<file path="config.mk">
export PLATFORM = sky130hd
export DESIGN_NAME = conv_ctrl
export DESIGN_NICKNAME = d
export VERILOG_FILES = /design/src/rtl/conv_ctrl_pkg.sv /design/src/rtl/conv_ctrl_cnt.sv /design/src/rtl/conv_ctrl.sv
export SDC_FILE = /design/constraint.sdc
export NUM_CORES = 1
export LEC_CHECK = 0
export ABC_AREA = 1
export BUFFER_PORTS_ARGS = -buffer_cell sky130_fd_sc_hd__buf_2
export CAP_MARGIN = 20
export CORE_MARGIN = 5
export CORE_UTILIZATION = 25
export CTS_BUF_LIST = sky130_fd_sc_hd__clkbuf_4 sky130_fd_sc_hd__clkbuf_8
export DETAILED_ROUTE_END_ITERATION = 6
export MAX_ROUTING_LAYER = met4
export PLACE_DENSITY = 0.53
export SLEW_MARGIN = 5
export SYNTH_ARGS = -nofsm -noshare
export SYNTH_HDL_FRONTEND = slang
export SYNTH_SLANG_ARGS = --single-unit
</file>
<file path="constraint.sdc">
create_clock -name clk -period 3.07 [get_ports clk]
set_input_delay 0.4605 -clock clk [delete_from_list [all_inputs] [get_ports clk]]
set_output_delay 0.4605 -clock clk [all_outputs]
set_load 0.01 [all_outputs]
</file>
<file path="src/rtl/conv_ctrl_pkg.sv">
// Shared types for the 1-D convolution layer controller: FSM encoding and address-width helper.
package conv_ctrl_pkg;

  typedef enum logic [1:0] {
    LOAD  = 2'd0,
    COMP  = 2'd1,
    FLUSH = 2'd2,
    OUT   = 2'd3
  } state_t;

  // Never returns 0 so that a 2-entry memory still gets a 1-bit address.
  function automatic int addr_w(input int n);
    return (n <= 2) ? 1 : $clog2(n);
  endfunction

endpackage

</file>
<file path="src/rtl/conv_ctrl_cnt.sv">
// Up-counter with clear priority over increment; o_tc flags LIMIT-1 and the count holds there.
module conv_ctrl_cnt
  import conv_ctrl_pkg::*;
#(
  parameter int LIMIT = 2,
  parameter int W     = 1
) (
  input  logic         clk,
  input  logic         reset,
  input  logic         i_inc,
  input  logic         i_clr,
  output logic [W-1:0] o_cnt,
  output logic         o_tc
);

  logic [W-1:0] r_cnt;

  always_ff @(posedge clk or negedge reset) begin
    if (!reset) begin
      r_cnt <= '0;
    end else if (i_clr) begin
      r_cnt <= '0;
    end else if (i_inc && !o_tc) begin
      r_cnt <= r_cnt + W'(1);
    end
  end

  assign o_cnt = r_cnt;
  assign o_tc  = (r_cnt == W'(LIMIT - 1));

endmodule

</file>
<file path="src/rtl/conv_ctrl.sv">
// Convolution layer controller: loads N words, sequences M taps per output, holds each result until accepted.
// Optional stall_cycles counter port enabled by defining CONV_CTRL_STALL_CNT_EN.
module conv_ctrl
  import conv_ctrl_pkg::*;
#(
  parameter int N  = 16,
  parameter int M  = 8,
  parameter int AW = addr_w(N),
  parameter int FW = addr_w(M)
) (
  input  logic          clk,
  input  logic          reset,
  input  logic          s_valid_x,
  output logic          s_ready_x,
  output logic          x_wr_en,
  output logic [AW-1:0] x_addr,
  output logic [FW-1:0] f_addr,
  output logic          mac_clr,
  output logic          mac_en,
  output logic          m_valid_y,
  input  logic          m_ready_y,
  output logic          busy
`ifdef CONV_CTRL_STALL_CNT_EN
  ,
  output logic [31:0]   stall_cycles
`endif
);

  state_t        r_state;
  state_t        w_state_nxt;
  logic          r_rd_v;
  logic          r_rd_first;
  logic [AW-1:0] w_wcnt;
  logic [AW-1:0] w_k;
  logic [FW-1:0] w_m;
  logic          w_wcnt_tc;
  logic          w_k_tc;
  logic          w_m_tc;
  logic          w_in_hs;
  logic          w_out_hs;

  assign w_in_hs  = (r_state == LOAD) && s_valid_x;
  assign w_out_hs = (r_state == OUT) && m_ready_y;

  conv_ctrl_cnt #(.LIMIT(N), .W(AW)) u_wcnt (
    .clk   (clk),
    .reset (reset),
    .i_inc (w_in_hs),
    .i_clr (w_in_hs && w_wcnt_tc),
    .o_cnt (w_wcnt),
    .o_tc  (w_wcnt_tc)
  );

  conv_ctrl_cnt #(.LIMIT(N - M + 1), .W(AW)) u_k (
    .clk   (clk),
    .reset (reset),
    .i_inc (w_out_hs && !w_k_tc),
    .i_clr (w_out_hs && w_k_tc),
    .o_cnt (w_k),
    .o_tc  (w_k_tc)
  );

  // m parks at M-1 through FLUSH/OUT so the read addresses stay stable while the result waits.
  conv_ctrl_cnt #(.LIMIT(M), .W(FW)) u_m (
    .clk   (clk),
    .reset (reset),
    .i_inc ((r_state == COMP) && !w_m_tc),
    .i_clr (w_out_hs),
    .o_cnt (w_m),
    .o_tc  (w_m_tc)
  );

  always_comb begin
    w_state_nxt = r_state;
    case (r_state)
      LOAD:    if (w_in_hs && w_wcnt_tc) w_state_nxt = COMP;
      COMP:    if (w_m_tc) w_state_nxt = FLUSH;
      FLUSH:   w_state_nxt = OUT;
      OUT:     if (m_ready_y) w_state_nxt = w_k_tc ? LOAD : COMP;
      default: w_state_nxt = LOAD;
    endcase
  end

  // Read flags trail the address by one cycle to line up with the synchronous memory read data.
  always_ff @(posedge clk or negedge reset) begin
    if (!reset) begin
      r_state    <= LOAD;
      r_rd_v     <= 1'b0;
      r_rd_first <= 1'b0;
    end else begin
      r_state    <= w_state_nxt;
      r_rd_v     <= (r_state == COMP);
      r_rd_first <= (r_state == COMP) && (w_m == '0);
    end
  end

  assign s_ready_x = (r_state == LOAD);
  assign x_wr_en   = w_in_hs;
  assign x_addr    = (r_state == LOAD) ? w_wcnt : (w_k + AW'(w_m));
  assign f_addr    = w_m;
  assign mac_en    = r_rd_v;
  assign mac_clr   = r_rd_first;
  assign m_valid_y = (r_state == OUT);
  assign busy      = (r_state != LOAD);

`ifdef CONV_CTRL_STALL_CNT_EN
  logic [31:0] r_stall;

  always_ff @(posedge clk or negedge reset) begin
    if (!reset) begin
      r_stall <= '0;
    end else if ((r_state == OUT) && !m_ready_y && (r_stall != 32'hFFFF_FFFF)) begin
      r_stall <= r_stall + 32'd1;
    end
  end

  assign stall_cycles = r_stall;
`endif

endmodule

</file>
==> results of run 1 <==
-- area by class of cell --
class | instances | share of cell area
multi-input cells | 86 | 0.458
repair buffers | 16 | 0.0686
well taps | 48 | 0.0514
flip-flops and latches | 15 | 0.322
inverters | 18 | 0.0589
clock buffers | 4 | 0.0418
-- metal layers --
| metal | track usage | vias up | part of all wire |
|---|---|---|---|
| met5 | - | - | 0 |
| met4 | 0.0246 | 0 | 0.0079 |
| met3 | 0.0179 | 2 | 0.029 |
| met2 | 0.133 | 14 | 0.47 |
| met1 | 0.105 | 355 | 0.50 |
| li1 | - | 425 | - |
-- synthesized netlist by cell type, types with 2 or more instances --
| cell type | n | share of area |
|---|---|---|
| nand3_1 | 13 | 0.066 |
| o21ai_1 | 3 | 0.015 |
| nor2_1 | 8 | 0.030 |
| inv_1 | 15 | 0.057 |
| nand2_2 | 3 | 0.019 |
| dfrtp_1 | 15 | 0.38 |
| nor2_2 | 2 | 0.013 |
| o21ai_2 | 2 | 0.018 |
| nand2_1 | 27 | 0.10 |
| inv_2 | 2 | 0.0076 |
| nor3_1 | 2 | 0.010 |
| ha_1 | 13 | 0.16 |
| o21ai_0 | 7 | 0.035 |
-- worst register-to-register path: cells and delay by family (launching register included) --
| family | cells | cell delay (ps) |
|---|---|---|
| buf+inv | 1 | 120 |
| compound gates | 1 | 180 |
| simple gates | 4 | 350 |
| flops | 1 | 420 |
| fa+ha+maj | 1 | 450 |
-- cell usage in the layout (no fill, tap or decap), types with 2 or more instances in the layout --
cell type | synthesis | layout
ha_1 | 13 | 13
o21ai_2 | 2 | 2
nand3_1 | 13 | 13
nor2_1 | 8 | 8
inv_1 | 15 | 15
nor2_2 | 2 | 2
o21ai_0 | 7 | 7
nand2_1 | 27 | 27
inv_2 | 2 | 2
nand2_2 | 3 | 3
o21ai_1 | 3 | 3
nor3_1 | 2 | 2
buf_2 | 0 | 16
clkbuf_8 | 0 | 3
dfrtp_1 | 15 | 15
-- final timing paths --
path | from | end | slack, ps | cells past startpoint
min in group clk | u_m.o_cnt[2] | mac_clr | 510 | 1
max in group asynchronous | reset | u_k.o_cnt[2] | 2680 | 1
hold reg to reg | u_m.o_cnt[2] | mac_clr | 510 | 1
setup reg to reg | r_state[1] | r_state[0] | 1450 | 7
setup / recovery | u_k.o_cnt[0] | x_addr[2] | 880 | 6
hold / removal | reset | u_k.o_cnt[0] | 120 | 1
-- metrics by stage --
stage | std cells | cell area [um2]
floorplan | 120 | 990
global placement | 183 | 1120
detailed placement | 183 | 1120
CTS | 187 | 1170
global route | 187 | 1170
finish | 187 | 1170
-- registers in the layout, summed over array words and instances, names as in the netlist --
signal / cells
mac_en: 1
r_state: 2
u_wcnt.o_cnt: 4
u_m.o_cnt: 3
mac_clr: 1
u_k.o_cnt: 4
-- power by group --
part           internal (mW)  switching, mW  leakage [nW]
clock network          0.101         0.0722        0.0262
logic                  0.296          0.452         0.394
registers              0.294         0.0989         0.186
total                  0.691          0.623         0.606
-- cells by family (layout without fill, tap and decap cells) --
logic type                 after synthesis  count (layout)  share of synthesized area
DFF                                     15              15                      0.379
AOI/OAI and AO/OA                       13              13                     0.0733
xor gates and xnor gates                 2               2                     0.0177
adders and majority gates               14              14                      0.185
buffers and inverters                   19              38                     0.0809
and+or+nand+nor                         57              57                      0.264
==> impl_metrics.py, run 1 <==
metrics = {
    "clock_tree": {
        "hold_buffers": 0,
        "root_buffer": "clkbuf_8",
        "post_cts_resized": 0,
        "cts_tree": "yes",
        "clk_pin_slew_ps": 70,
        "numCtsBuffers": 3,
        "clk_path_buf_depth": 2,
        "post_cts_buffers": 0,
        "clk_latency_ps": 250,
        "h-tree-depth": 1,
        "cts_num_sinks": 15,
    },
    "setup_path": {
        "critPathBufInv": 2,
        "crit_required_ps": 2610,
        "crit_chain": "ha_1, inv_1, fa_1, xor2_1, o21ai_0, buf_2",
        "critPathSlowestCell": "dfrtp_1",
        "startpoint_type": "flop",
        "path_max_fanout": 4,
        "critical_path.max_stage_delay_ps": 400,
        "worstSetupPathType": "reg -> out",
        "cp_top_family": "adder cells",
        "cp-end-kind": "output port",
        "cp.arrival_ps": 1730,
    },
    "sta": {
        "whs_ps": 118,
        "timing.final.crit_share": 0.713,
        "worst_pin_slew_ps": 447,
        "slew_headroom": 0.702,
        "hold_violations": 0,
        "setup_slack_ps": 880,
        "setup_viol": 0,
        "min_period_ps": 2190,
        "timing.setup.tns_ps": 0,
        "rsz0062_at_grt": "no",
        "finClkSkew_ps": 6.73,
        "max_freq_mhz": 457,
        "slew_viol_final": 0,
    },
    "floorplanning": {
        "coreArea_um2": 3740,
        "die_y_um": 72.9,
        "die_area_um2": 5320,
        "rows": 22,
        "start_util": 0.264,
        "num_io_pins": 17,
        "fp.dieW_um": 72.9,
    },
    "finish": {
        "multi_input_area_um2": 534,
        "seq_area_um2": 375,
        "final.fill_count": 439,
        "areaGrowthSynthToFinish_pct": 18.0,
        "drive_gt1_frac": 0.223,
        "final_util": 0.312,
        "n_antenna_cell": 0,
        "fin_nets": 158,
    },
    "global_routing": {
        "grt_max_degree": 16,
        "grt.total_usage": 0.0833,
        "gr-total-overflow": 0,
        "grt_antenna_before_repair": 0,
        "grt_pass1_wl_mm": 3.37,
        "grt_pass1_vias": 755,
    },
    "synthesis": {
        "postSynthAreaPerCell_um2": 8.25,
        "netlist_area_um2": 990,
        "ys_ff_latch": 15,
        "yosysUniqueCellTypes": 21,
        "synthCells": 120,
        "async_flop_share": 1.00,
        "synth_flop_cell": "dfrtp_1",
        "synth_edf_count": 0,
        "yosysSeqAreaShare": 0.379,
        "syn_nets": 138,
        "synth_warnings": 0,
    },
    "run": {
        "max_cap_violations": 0,
    },
    "hold_path": {
        "hold_path_class": "in -> async",
    },
    "routing": {
        "drtIter0Drc": 8,
        "drt_pass1_iterations": 4,
        "via_per_inst": 4.26,
        "dr_total_vias": 796,
        "drc": 0,
        "postRouteAntennaNets": 0,
        "routedWlPerCell_um": 10.8,
        "wl_mm": 2.03,
    },
    "power_and_ir_drop": {
        "ir_drop_v": 0.000488,
        "leakage_nw": 0.606,
        "power_density_nw_per_um2": 1130,
        "p_total_mw": 1.31,
    },
    "outcome": {
        "status": "completed",
    },
    "placed_design": {
        "portBuffers": 16,
        "dp_slack_ps": 1140,
        "gp_congestion": 0.874,
        "dpl.hpwl_mm": 1.68,
    },
}
(Power assumes the default switching activity.)
==> run 2: changes to the inputs <==
--- a/config.mk
+++ b/config.mk
@@ -13,7 +13,7 @@
 export CTS_BUF_LIST = sky130_fd_sc_hd__clkbuf_4 sky130_fd_sc_hd__clkbuf_8
 export DETAILED_ROUTE_END_ITERATION = 6
 export MAX_ROUTING_LAYER = met4
-export PLACE_DENSITY = 0.53
+export PLACE_DENSITY = 0.54
 export SLEW_MARGIN = 5
 export SYNTH_ARGS = -nofsm -noshare
 export SYNTH_HDL_FRONTEND = slang
==> constraint.sdc (replaced) <==
create_clock -name clk -period 1.8 [get_ports clk]
set_input_delay 0.27 -clock clk [delete_from_list [all_inputs] [get_ports clk]]
set_output_delay 0.27 -clock clk [all_outputs]
set_load 0.01 [all_outputs]
==> impl_metrics.py, run 2 (same netlist as run 1, synthesis figures left out) <==
metrics = {
    "outcome": {
        "violations": "negative setup slack",
        "status": "finished, violations left",
    },
    "clock_tree": {
        "h-tree-depth": 1,
        "numCtsBuffers": 3,
        "clk_path_buf_depth": 2,
        "root_buffer": "clkbuf_8",
        "cts_num_sinks": 15,
        "clk_pin_slew_ps": 70,
        "cts_tree": "yes",
        "clk_latency_ps": 260,
    },
    "finish": {
        "fin_nets": 167,
        "final_common_cell": "nand2_1",
        "most-common-layout-cells": "nand2_1, buf_2, dfrtp_1",
        "fin_cells": 196,
        "areaGrowthSynthToFinish_pct": 28.7,
        "n_antenna_cell": 0,
        "drive_gt1_frac": 0.318,
    },
    "placed_design": {
        "gp_congestion": 0.777,
        "dp_slack_ps": 142,
        "portBuffers": 16,
        "dp.cells": 186,
        "dpl.hpwl_mm": 1.70,
    },
    "routing": {
        "highest_layer": "met4",
        "drc": 0,
        "routed-wl-met2_um": 979,
        "drtIter0Drc": 19,
        "routedWlPerCell_um": 11.4,
        "wl_mm": 2.24,
        "dr_total_vias": 855,
        "wl_met3_um": 106,
        "via_per_inst": 4.36,
        "wl_met1_mm": 1.08,
        "drt_pass1_iterations": 6,
        "postRouteAntennaNets": 0,
    },
    "power_and_ir_drop": {
        "combinationalPowerShare": 0.619,
        "power_density_nw_per_um2": 1960,
        "clkPwrFrac": 0.113,
        "leakage_nw": 0.648,
        "p_total_mw": 2.50,
        "p_sw_frac": 0.463,
        "p_sw_mw": 1.16,
        "cell_internal_pwr_mw": 1.34,
        "ir_drop_v": 0.000398,
        "pwr-share-seq": 0.268,
    },
    "run": {
        "max_cap_violations": 0,
    },
    "floorplanning": {
        "die_y_um": 72.9,
        "rows": 22,
        "coreArea_um2": 3740,
        "fp.dieW_um": 72.9,
        "num_io_pins": 17,
        "start_util": 0.264,
        "die_area_um2": 5320,
    },
    "setup_path": {
        "cp-end-kind": "output port",
        "critPathBufInv": 2,
        "path_max_fanout": 2,
        "critPathSlowestCell": "fa_2",
        "worstSetupPathType": "reg -> out",
        "cp_top_family": "adder cells",
        "crit_required_ps": 1530,
        "cp.arrival_ps": 1570,
        "crit_chain": "ha_2, inv_2, fa_2, o21ai_1, buf_2",
        "startpoint_type": "flop",
        "critical_path.max_stage_delay_ps": 420,
    },
    "sta": {
        "hold_violations": 0,
        "slew_viol_final": 0,
        "finClkSkew_ps": 5.82,
        "worst_pin_slew_ps": 361,
        "rsz0062_at_grt": "yes",
        "timing.final.crit_share": 1.02,
        "min_period_ps": 1840,
        "slew_headroom": 0.759,
        "setup_slack_ps": -37.5,
        "max_freq_mhz": 544,
        "setup_viol": 2,
    },
    "global_routing": {
        "grt.total_usage": 0.0988,
        "grt_antenna_before_repair": 0,
        "gr-total-overflow": 0,
        "grt_pass1_vias": 821,
        "grt_max_degree": 16,
        "grt_pass1_wl_mm": 3.80,
    },
    "hold_path": {
        "hold_path_class": "in -> reg",
    },
}
==> run 2: cell count changes in the layout (fill, tap and decap cells not counted), moves of 2 or more <==
cell | before | now
buf_4 | 0 | 8
ha_1 | 13 | 10
ha_4 | 0 | 2
inv_1 | 15 | 13
inv_2 | 2 | 4
o21ai_0 | 7 | 5
o21ai_1 | 3 | 5
==> run 2: worst paths after layout <==
path                         startpoint               to  slack, ps  depth (start not counted)
hold / removal                s_valid_x  u_wcnt.o_cnt[2]        340                          3
setup / recovery           u_m.o_cnt[0]        x_addr[1]        -40                          5
setup reg to reg           u_m.o_cnt[0]       r_state[0]        180                         11
min in group asynchronous         reset           mac_en        450                          2
hold reg to reg              r_state[1]       r_state[1]        530                          2
max in group asynchronous         reset     u_k.o_cnt[3]       1080                          2
==> run 2: cell type report <==
| class | instances | area (um2) |
|---|---|---|
| Multi-Input combinational cell | 86 | 573 |
| Sequential cell | 15 | 375 |
| Clock inverter | 1 | 5.00 |
| Tap cell | 48 | 60.1 |
| Clock buffer | 3 | 41.3 |
| Fill cell | 413 | 2470 |
| Inverter | 18 | 68.8 |
| Timing Repair Buffer | 25 | 150 |
==> run 2: tightest hold or removal path, stage by stage <==
cell and delay, ps:
buf_2 120, nand3_4 100, xnor2_1 60
==> run 2: per-layer routing <==
layer  vias to the layer above  track usage
li1                        440            -
met2                        20        0.136
met3                         4       0.0179
met1                       391        0.127
met5                         -            -
met4                         0       0.0738
==> run 2: stage by stage <==
step           instance area [um2]  TNS [ps]   util  hold slack, ps
6_report                      1270     -65.8  0.340             340
5_1_grt                       1270      -290  0.340             359
4_1_cts                       1270     -87.9  0.339             334
3_5_place_dp                  1140         0  0.305             205
3_3_place_gp                  1140         0  0.305             199
2_1_floorplan                  990         0      -           -25.6
==> run 2: power by group through the flow <==
stage	Clock, mW	Combinational (mW)	Sequential, mW
6_report	0.283	1.55	0.669
2_1_floorplan	0	0.897	0.668
5_1_grt	0.306	1.76	0.700
3_3_place_gp	0	1.32	0.674
3_5_place_dp	0	1.36	0.676
4_1_cts	0.294	1.55	0.665
==> run 2: what timing repair did <==
action | CTS | global route
hold endpoints to repair | 15 | 0
hold buffers | 1 | 0
resized for setup | 9 | 2
setup buffers | 5 | 0
endpoints found under the setup margin | 5 | 4
